--- src/rtl/multi_ball.sv ---
// multi_ball: NUM_BALLS bouncing square sprites composited into one video bit.
// Positions advance in a one-ball-per-clock sweep started from vertical blanking.
module multi_ball #(
  parameter int NUM_BALLS  = 2,
  parameter int BALL_SIZE  = 8,
  parameter int H_ACTIVE   = 640,
  parameter int V_ACTIVE   = 480,
  parameter int SPEED      = 2,
  parameter int MOVE_DIV   = 1,
  parameter int NET_BOUNCE = 0,
  parameter int NET_X      = 316,
  parameter int NET_W      = 8
) (
  input  logic       i_Clk,
  input  logic       i_Rst,
  input  logic [9:0] i_HSync_Pos,
  input  logic [9:0] i_VSync_Pos,
  input  logic       i_Pause,
  output logic       o_Video,
  output logic [2:0] o_Ball_Id,
  output logic       o_Bounce,
  output logic       o_Frame_Done
);

  typedef enum logic {S_IDLE, S_UPDATE} state_t;

  localparam logic signed [11:0] SPD  = 12'(SPEED);
  localparam logic signed [11:0] BSZ  = 12'(BALL_SIZE);
  localparam logic signed [11:0] XLIM = 12'(H_ACTIVE - BALL_SIZE);
  localparam logic signed [11:0] YLIM = 12'(V_ACTIVE - BALL_SIZE);
  localparam logic signed [11:0] NETL = 12'(NET_X);
  localparam logic signed [11:0] NETR = 12'(NET_X + NET_W);
  localparam logic [2:0]         LAST = 3'(NUM_BALLS - 1);
  localparam logic [3:0]         DIV  = 4'(MOVE_DIV);

  state_t     state_q, state_d;
  logic [2:0] idx_q, idx_d;
  logic [3:0] div_q, div_d;
  logic [9:0] x_q [NUM_BALLS];
  logic [9:0] x_d [NUM_BALLS];
  logic [9:0] y_q [NUM_BALLS];
  logic [9:0] y_d [NUM_BALLS];
  logic       dxn_q [NUM_BALLS];
  logic       dxn_d [NUM_BALLS];
  logic       dyn_q [NUM_BALLS];
  logic       dyn_d [NUM_BALLS];
  logic       video_q, video_d;
  logic [2:0] id_q, id_d;
  logic       bounce_q, bounce_d;
  logic       done_q, done_d;

  logic              tick, step, last;
  logic [3:0]        div_inc;
  logic [9:0]        cur_x, cur_y, nx, ny;
  logic              cur_dxn, cur_dyn, ndxn, ndyn, rev, net_hit;
  logic signed [11:0] cx, cy;

  assign tick = (state_q == S_IDLE) && !i_Pause &&
                (i_HSync_Pos == 10'd0) &&
                (i_VSync_Pos == 10'(V_ACTIVE));
  assign div_inc = div_q + 4'd1;
  assign step = tick && (div_inc == DIV);
  assign last = (idx_q == LAST);

  always_comb begin
    div_d = div_q;
    if (tick) div_d = step ? 4'd0 : div_inc;
  end

  always_comb begin
    state_d = state_q;
    idx_d   = idx_q;
    unique case (state_q)
      S_IDLE: if (step) begin
        state_d = S_UPDATE;
        idx_d   = 3'd0;
      end
      S_UPDATE: if (last) state_d = S_IDLE;
                else idx_d = idx_q + 3'd1;
    endcase
  end

  always_comb begin
    cur_x = '0; cur_y = '0; cur_dxn = 1'b0; cur_dyn = 1'b0;
    for (int k = 0; k < NUM_BALLS; k++) begin
      if (idx_q == 3'(k)) begin
        cur_x = x_q[k]; cur_y = y_q[k];
        cur_dxn = dxn_q[k]; cur_dyn = dyn_q[k];
      end
    end
  end

  // Net overlap wins over the walls on the x axis.
  always_comb begin
    cx = cur_dxn ? $signed({2'b00, cur_x}) - SPD
                 : $signed({2'b00, cur_x}) + SPD;
    cy = cur_dyn ? $signed({2'b00, cur_y}) - SPD
                 : $signed({2'b00, cur_y}) + SPD;
    net_hit = (NET_BOUNCE != 0) && (cx < NETR) && (cx + BSZ > NETL);
    nx = cx[9:0]; ndxn = cur_dxn;
    if (net_hit) begin
      nx = cur_x; ndxn = !cur_dxn;
    end else if (cx <= 12'sd0) begin
      nx = 10'd0; ndxn = 1'b0;
    end else if (cx >= XLIM) begin
      nx = XLIM[9:0]; ndxn = 1'b1;
    end
    ny = cy[9:0]; ndyn = cur_dyn;
    if (cy <= 12'sd0) begin
      ny = 10'd0; ndyn = 1'b0;
    end else if (cy >= YLIM) begin
      ny = YLIM[9:0]; ndyn = 1'b1;
    end
    rev = (ndxn != cur_dxn) || (ndyn != cur_dyn);
  end

  always_comb begin
    x_d = x_q; y_d = y_q; dxn_d = dxn_q; dyn_d = dyn_q;
    for (int k = 0; k < NUM_BALLS; k++) begin
      if (state_q == S_UPDATE && idx_q == 3'(k)) begin
        x_d[k] = nx; y_d[k] = ny;
        dxn_d[k] = ndxn; dyn_d[k] = ndyn;
      end
    end
  end

  always_comb begin
    bounce_d = (state_q == S_UPDATE) && rev;
    done_d   = (state_q == S_UPDATE) && last;
  end

  // Descending scan leaves the lowest covering index in id_d.
  always_comb begin
    video_d = 1'b0;
    id_d    = 3'd0;
    for (int k = NUM_BALLS - 1; k >= 0; k--) begin
      if ({1'b0, i_HSync_Pos} >= {1'b0, x_q[k]} &&
          {1'b0, i_HSync_Pos} < {1'b0, x_q[k]} + 11'(BALL_SIZE) &&
          {1'b0, i_VSync_Pos} >= {1'b0, y_q[k]} &&
          {1'b0, i_VSync_Pos} < {1'b0, y_q[k]} + 11'(BALL_SIZE)) begin
        video_d = 1'b1;
        id_d    = 3'(k);
      end
    end
  end

  always_ff @(posedge i_Clk or posedge i_Rst) begin
    if (i_Rst) begin
      state_q  <= S_IDLE;
      idx_q    <= 3'd0;
      div_q    <= 4'd0;
      video_q  <= 1'b0;
      id_q     <= 3'd0;
      bounce_q <= 1'b0;
      done_q   <= 1'b0;
      for (int k = 0; k < NUM_BALLS; k++) begin
        x_q[k]   <= 10'(32 + 64 * k);
        y_q[k]   <= 10'(32 + 48 * k);
        dxn_q[k] <= 1'((k % 2));
        dyn_q[k] <= 1'b0;
      end
    end else begin
      state_q  <= state_d;
      idx_q    <= idx_d;
      div_q    <= div_d;
      video_q  <= video_d;
      id_q     <= id_d;
      bounce_q <= bounce_d;
      done_q   <= done_d;
      for (int k = 0; k < NUM_BALLS; k++) begin
        x_q[k]   <= x_d[k];
        y_q[k]   <= y_d[k];
        dxn_q[k] <= dxn_d[k];
        dyn_q[k] <= dyn_d[k];
      end
    end
  end

  assign o_Video      = video_q;
  assign o_Ball_Id    = id_q;
  assign o_Bounce     = bounce_q;
  assign o_Frame_Done = done_q;

endmodule

--- config.mk ---
export PLATFORM = sky130hd
export DESIGN_NAME = multi_ball
export DESIGN_NICKNAME = d
export VERILOG_FILES = /design/src/rtl/multi_ball.sv
export SDC_FILE = /design/constraint.sdc
export NUM_CORES = 1
export LEC_CHECK = 0
export ABC_AREA = 1
export CORE_MARGIN = 4
export CORE_UTILIZATION = 65
export CTS_BUF_LIST = sky130_fd_sc_hd__clkbuf_4 sky130_fd_sc_hd__clkbuf_8
export DETAILED_ROUTE_END_ITERATION = 7
export DONT_BUFFER_PORTS = 1
export PLACE_DENSITY_LB_ADDON = 0.08
export SYNTH_ARGS = -nofsm -noshare
export SYNTH_HDL_FRONTEND = slang
export SYNTH_SLANG_ARGS = --single-unit
--- constraint.sdc ---
create_clock -name i_Clk -period 3.5 [get_ports i_Clk]
set_input_delay 0.35 -clock i_Clk [delete_from_list [all_inputs] [get_ports i_Clk]]
set_output_delay 0.35 -clock i_Clk [all_outputs]
set_load 0.005 [all_outputs]
==> reports/summary.txt, run 1 <==
Mapped Area = 6111 µm²
CP max FO = 16
Type of the most critical hold path = input port to asynchronous set/reset pin
Clk slew on worst S/H paths = 0.10 ns
Initial Util = 66.45%
Wire per inst = 16.01 µm
Fin. Hold Viols = 12
Layout cells sized above 1 = 6.969%
CP Capture Type = register
Seq cells post-synth = 56
Met2 usage = 55.77%
# diodes = 0
Pre-antenna DRT Iters = 5
Power per standard cell area = 181.2 nW/µm²
Relative slew slack = 43.16%
Worst setup path class = register to register
CTS Buf Count = 5
Setup violators final = 0
Clk buf depth = 2
Arrival time worst endpoint = 3.40 ns
Gr usage total = 31.59%
Vias in the first global route = 6,079
R2r setup slk = 0.34 ns
Most frequent CP cell = nand2_1
First-pass GRT wire length = 28,480 µm
Worst reg2reg path depth = 20
Post-synthesis cell count = 944
Via density = 5.910
Post-route ant nets = 0
Die ar. = 11,020 µm²
IO buf count = 0
Die H = 105.0 µm
Maximum VDD drop = 0.0002183 V
Vias = 6,253
Hold WS = -0.01039 ns
Initial antenna violation count = 0
HPWL Detailed = 13,820 µm
Clock latency on the worst-skew pair = 0.31 ns
Clock sink total = 56
CP Cell Sequence = ha_1 -> buf_4 -> nand2_2 -> nand2_1 -> nand2_1 -> ha_1 -> nand2_1 -> nor2_1 -> nand3_1 -> nand2_1 -> nand2_1 -> nand2_1 -> inv_2 -> nand2_1 -> nand2_1 -> nand2_2 -> nand2_2 -> nor2_4 -> nand3_1 -> o21ai_1
Dpl ws = 0.3047 ns
GR peak layer = met2
RePlAce Congestion = 0.9623
Setup_tns = 0 ns
Failing checks = hold timing
Synth-to-layout area growth = 4.156%
Fin. max-slew vios = 0
NumNets Final = 1,050
Clock Skew = 0.004696 ns
I/O Pins = 29
Sequential-to-total area share from yosys stat = 23.08%
Met1 usage = 38.62%
Clock H-tree levels = 2
Final WS setup = 0.3386 ns
Yosys warnings = 0
Worst slew pin tran = 0.8474 ns
Crit path time final = 3.161 ns
Critical R2R Launch = idx_q[0]
CP max stage cell = dfrtp_1
Clock root buffer = clkbuf_8
Placement row count = 35
GR Util met3 = 3.830%
CTS tree = yes
Maxcap violations = 0
RSZ-0062 raised after global routing = false
Avg Cell Area, Syn = 6.473 µm²
Status = finished with violations
Gr ovfl total = 0
DR iter-0 viols = 404
Largest net degree at the start of global routing = 33
Critical path launch point type = register
Synth cell types = 43
Reg2reg end = x_q[8]
Achievable Freq = 316.3 MHz
Total Wirelength = 16,940 µm
Core area = 9196 µm²
Worst path max stage delay = 0.42 ns
Number of remaining DRC errors = 0
Die width = 105.0 µm
Leak = 3.099 nW
Period utilization = 90.33%
Worst Path Required = 3.74 ns
==> flip-flops by register name, indices dropped and copies added, names as in the netlist <==
name and flops:
y_q 20, x_q 20, div_q 4, o_Frame_Done 1, idx_q 3, o_Video 1, o_Ball_Id 1, dxn_q 2
dyn_q 2, o_Bounce 1, state_q 1
==> synth_stat cells, drive strengths merged <==
| cell type | instances | area (µm²) |
|---|---|---|
| o21a | 2 | 15.01 |
| ha | 81 | 1013 |
| buf | 15 | 102.6 |
| o21bai | 6 | 45.04 |
| nand3b | 6 | 45.04 |
| nor2 | 102 | 407.9 |
| or2 | 1 | 6.260 |
| or3b | 2 | 17.52 |
| and3 | 1 | 6.260 |
| dfstp | 7 | 183.9 |
| o2111ai | 2 | 17.52 |
| inv | 102 | 382.9 |
| nor3 | 16 | 80.08 |
| clkinv | 5 | 18.77 |
| o21ai | 63 | 322.8 |
| nor4 | 5 | 31.28 |
| xnor2 | 5 | 43.79 |
| a21boi | 4 | 30.03 |
| mux2 | 1 | 11.26 |
| nor2b | 1 | 6.260 |
| nor4b | 1 | 8.760 |
| dfrtp | 49 | 1226 |
| conb | 1 | 3.750 |
| a21oi | 33 | 165.2 |
| o32ai | 1 | 8.760 |
| a41oi | 1 | 8.760 |
| o211ai | 4 | 30.03 |
| nand4 | 16 | 100.1 |
| or4 | 2 | 15.01 |
| nand3 | 77 | 390.4 |
| and2 | 3 | 18.77 |
| nand2 | 305 | 1167 |
| xor2 | 18 | 157.7 |
| clkbuf | 6 | 22.52 |
==> layout by cell type (no fill, tap or decap), types with 5 or more instances in the layout <==
cell	instances
a21oi_1	33
buf_4	14
clkbuf_8	6
clkinv_1	5
dfrtp_1	49
dfstp_2	7
ha_1	80
inv_1	94
inv_2	8
nand2_1	294
nand2_2	11
nand3_1	76
nand3b_1	6
nand4_1	16
nor2_1	94
nor2_2	6
nor3_1	16
nor4_1	5
o21ai_0	34
o21ai_1	27
o21bai_1	6
xnor2_1	5
xor2_1	18
==> critical path: cells and delay by family, from the launching register on <==
family / cells / cell delay, ns
AO/OA/AOI/OAI: 1 / 0.11
adder cells (fa/ha/maj): 2 / 0.45
buffers and inverters: 2 / 0.25
flip-flops: 1 / 0.42
AND/OR/NAND/NOR: 15 / 1.86
==> final cells by class <==
cell class	instances	area [µm²]
well taps	111	138.9
inverters	107	401.6
clock buffers	8	97.59
flip-flops and latches	56	1410
multi-input cells	761	4192
repair buffers	15	125.1
fillers	813	2831
==> where the power goes <==
group	switching, W	internal (W)	leakage [nW]
Combinational	0.0000694	0.0000490	2.32
Clock	0.000208	0.000178	0.0523
Sequential	0.000000686	0.000648	0.725
Total	0.000279	0.000875	3.10
==> through the flow <==
stage / hold slack [ns] / utilization (%) / cells / area [µm²] / power [W]
after floorplan: 0.4530 / - / 945 / 6115 / 0.0007523
after detailed placement: 0.3440 / 67.78 / 1049 / 6233 / 0.0007781
after global routing: 0.03021 / 69.21 / 1058 / 6365 / 0.001208
final: -0.01039 / 69.21 / 1058 / 6365 / 0.001153
after CTS: 0.006495 / 68.84 / 1057 / 6331 / 0.001153
after global placement: 0.3358 / 67.78 / 1049 / 6233 / 0.0007698
==> worst max-delay path by stage <==
stage / cells past startpoint / to / startpoint
floorplan: 23 / y_q[10] / idx_q[0]
global placement: 19 / y_q[0] / idx_q[0]
detailed placement: 20 / y_q[0] / idx_q[0]
CTS: 18 / y_q[16] / idx_q[0]
global route: 22 / x_q[17] / idx_q[0]
finish: 20 / x_q[8] / idx_q[0]
==> kinds of logic after synthesis <==
group | synth area share (%)
other cells | 0.06137
simple gates | 37.65
fa+ha+maj | 16.58
flops | 23.08
mux | 0.1843
compound gates | 10.52
xor+xnor | 3.296
buf+inv | 8.620
==> routing by layer <==
| metal | vias up | share of wire [%] |
|---|---|---|
| li1 | 3091 | - |
| met1 | 2861 | 42 |
| met2 | 245 | 48 |
| met3 | 56 | 5.8 |
| met4 | 0 | 4.1 |
| met5 | - | 0 |
==> repair_timing <==
item                       4_1_cts  5_1_grt
gates resized for setup          0        6
hold buffers                     0        0
setup endpoints to repair        0       28
buffers inserted                 0        1
Power figures use the tool's default switching activity.
==> run 2, diff against run 1 <==
- BUFFER_PORTS_ARGS: not set -> -buffer_cell sky130_fd_sc_hd__buf_2
- DONT_BUFFER_PORTS: 1 -> not set
- SLEW_MARGIN: not set -> 30
- clock period: 3.5 -> 3.4 ns (I/O delays scaled with it)
==> run 2 against run 1 <==
Compared with the run above:
- the flow now finishes without violations
- final area rose by 2.0%
- non-clock buffer count rose by 22
- worst hold slack improved by 0.11 ns
- flip-flop and latch count did not move
- sequential power rose by 3%
- cell count rose by 2.2%
- critical path depth did not move
- combinational power rose by 32%
- fmax fell by 0.21%
- wire length rose by 2.8%
- register-to-register slack got worse by 0.11 ns
- via count rose by 3.7%
- critical endpoint is now x_q[14]
==> reports/summary.txt, run 2 (synthesis gave the netlist of run 1 again) <==
Status = completed
Die H = 105.0 µm (unchanged)
Fin. max-slew vios = 0 (unchanged)
Synth-to-layout area growth = 6.286%
CTS Buf Count = 5 (unchanged)
R2r setup slk = 0.23 ns (-0.11 ns)
Type of the most critical hold path = input port to asynchronous set/reset pin
Sequential Power Share = 52.1% (-4.1 points)
Filler instances = 815 (+0.25%)
Internal Power = 0.0009493 W (+8.5%)
Pre-antenna DRT Iters = 6 (+1)
IO buf count = 26 (+26)
Worst Path Required = 3.59 ns (-0.15 ns)
Combinational Power Share = 12.2% (+1.9 points)
Last element of the critical path = x_q[14]
Gr usage total = 32.33% (+0.74 points)
Switching power total = 0.0003309 W (+19%)
Final Cell Area = 6495 µm² (+2.0%)
Hold WS = 0.09577 ns (+0.1062 ns)
Period utilization = 93.18% (+2.9 points)
Total Wirelength = 17,420 µm (+2.8%)
Vias = 6,484 (+3.7%)
I/O Pins = 29 (unchanged)
Stages on the worst setup path = 20 (unchanged)
Arrival time worst endpoint = 3.36 ns (-0.04 ns)
CTS tree = yes
Initial Util = 66.45% (unchanged)
Dpl ws = 0.2364 ns (-0.06831 ns)
Total power = 0.001280 W (+11%)
CP Buf/Inv Count = 4 (+2)
Clock H-tree levels = 2 (unchanged)
Maximum VDD drop = 0.0001991 V (-8.8%)
CP Capture Type = register
Die width = 105.0 µm (unchanged)
Core area = 9196 µm² (unchanged)
Family with the most delay on the worst path = simple AND/OR/NAND/NOR gates
Clock power share = 35.7% (+2.2 points)
CP Cell Sequence = inv_1 -> ha_1 -> inv_2 -> nor2_4 -> buf_4 -> nand2_1 -> nand2_1 -> ha_1 -> inv_1 -> nand2_1 -> o21ai_1 -> nand2_1 -> nor2_1 -> nand3_1 -> nor2_1 -> nand4_1 -> nand2_4 -> nor2_1 -> nor2_1 -> o21ai_1
Critical R2R Launch = idx_q[1]
Most frequent cells in the layout = nand2_1, inv_1, nor2_1
Clock Skew = 0.004688 ns (-0.000008050 ns)
RePlAce Congestion = 0.9428 (-2.0%)
Clock root buffer = clkbuf_8
CP max stage cell = dfrtp_1
Initial antenna violation count = 0 (unchanged)
Worst setup path class = register to register
Wire per inst = 16.12 µm (+0.65%)
Hold_buf cts = 0 (unchanged)
Power per standard cell area = 197.1 nW/µm² (+8.8%)
DR iter-0 viols = 480 (+19%)
Layout cells sized above 1 = 9.278% (+2.3 points)
Placed instance area = 6341 µm² (+1.7%)
Final Util = 70.63% (+1.4 points)
Reg2reg end = x_q[14]
Sw Share = 25.85% (+1.7 points)
Biggest registers after layout = x_q: 20 flops, y_q: 20 flops, div_q: 4 flops
CP max FO = 16 (unchanged)
Critical path launch point type = register
NumNets Final = 1,073 (+2.2%)
Clk buf depth = 2 (unchanged)
Number of remaining DRC errors = 0 (unchanged)
Clock sink total = 56 (unchanged)
Fin. Hold Viols = 0 (-12)
Gr ovfl total = 0 (unchanged)
Clock latency on the worst-skew pair = 0.32 ns (about the same)
Final WS setup = 0.2320 ns (-0.1066 ns)
Crit path from = idx_q[1]
RSZ-0062 raised after global routing = true
Setup violators final = 0 (unchanged)
Commonest non-fill, non-tap cell in the layout = nand2_1
Worst slew pin tran = 0.8366 ns (-0.01084 ns)
Placement row count = 35 (unchanged)
Vias in the first global route = 6,407 (+5.4%)
Maxcap violations = 0 (unchanged)
Largest net degree at the start of global routing = 32 (-3.0%)
# diodes = 0 (unchanged)
Clk slew on worst S/H paths = 0.10 ns (about the same)
Die ar. = 11,020 µm² (unchanged)
Relative slew slack = 43.88% (+0.73 points)
HPWL Detailed = 13,990 µm (+1.2%)
Worst path max stage delay = 0.41 ns (about the same)
Post-route ant nets = 0 (unchanged)
Achievable Freq = 315.7 MHz (-0.21%)
First-pass GRT wire length = 29,440 µm (+3.4%)
Worst reg2reg path depth = 20 (unchanged)
Leak = 3.192 nW (+3.0%)
Crit path time final = 3.168 ns (+0.006613 ns)
Via density = 5.998 (+1.5%)
-- run 2: routing by layer --
| layer | vias up | global-route usage [%] | share of wire (%) |
|---|---|---|---|
| li1 | 3132 | - | - |
| met1 | 2950 | 38.31 | 40 |
| met2 | 320 | 57.01 | 48 |
| met3 | 82 | 4.385 | 6.7 |
| met4 | 0 | 16.21 | 4.7 |
| met5 | - | 0 | 0 |
-- run 2: timing repair --
item / CTS / global route
endpoints found under the hold margin: 0 / 0
endpoints found under the setup margin: 0 / 32
buffers inserted: 0 / 0
resized for setup: 0 / 10
-- run 2: metrics by stage --
| step | TNS, ns | instances |
|---|---|---|
| 6_report | 0 | 1081 |
| 5_1_grt | -0.1489 | 1081 |
| 4_1_cts | 0 | 1080 |
| 3_5_place_dp | 0 | 1072 |
| 3_3_place_gp | 0 | 1072 |
| 2_1_floorplan | 0 | 945 |
-- run 2: cell type report --
class | count | area (µm²) | area share [%]
Clock buffer | 5 | 68.82 | 1.060
Clock inverter | 3 | 47.55 | 0.7320
Tap cell | 111 | 138.9 | 2.138
Multi-Input combinational cell | 762 | 4215 | 64.90
Inverter | 107 | 401.6 | 6.184
Sequential cell | 56 | 1410 | 21.71
Timing Repair Buffer | 37 | 212.7 | 3.275
-- run 2: worst min-delay path by stage --
stage,end,cells past startpoint
2_1_floorplan,dyn_q[1],2
3_3_place_gp,div_q[0],2
3_5_place_dp,div_q[2],2
4_1_cts,o_Ball_Id[0],2
5_1_grt,div_q[2],2
6_report,div_q[2],2
-- run 2: power groups by stage --
stage	combinational (W)	sequential, W	clock [W]
after floorplan	0.0000940	0.000680	0
after detailed placement	0.000154	0.000680	0
after CTS	0.000155	0.000667	0.000456
final	0.000156	0.000667	0.000457
after global placement	0.000145	0.000680	0
after global routing	0.000179	0.000668	0.000494
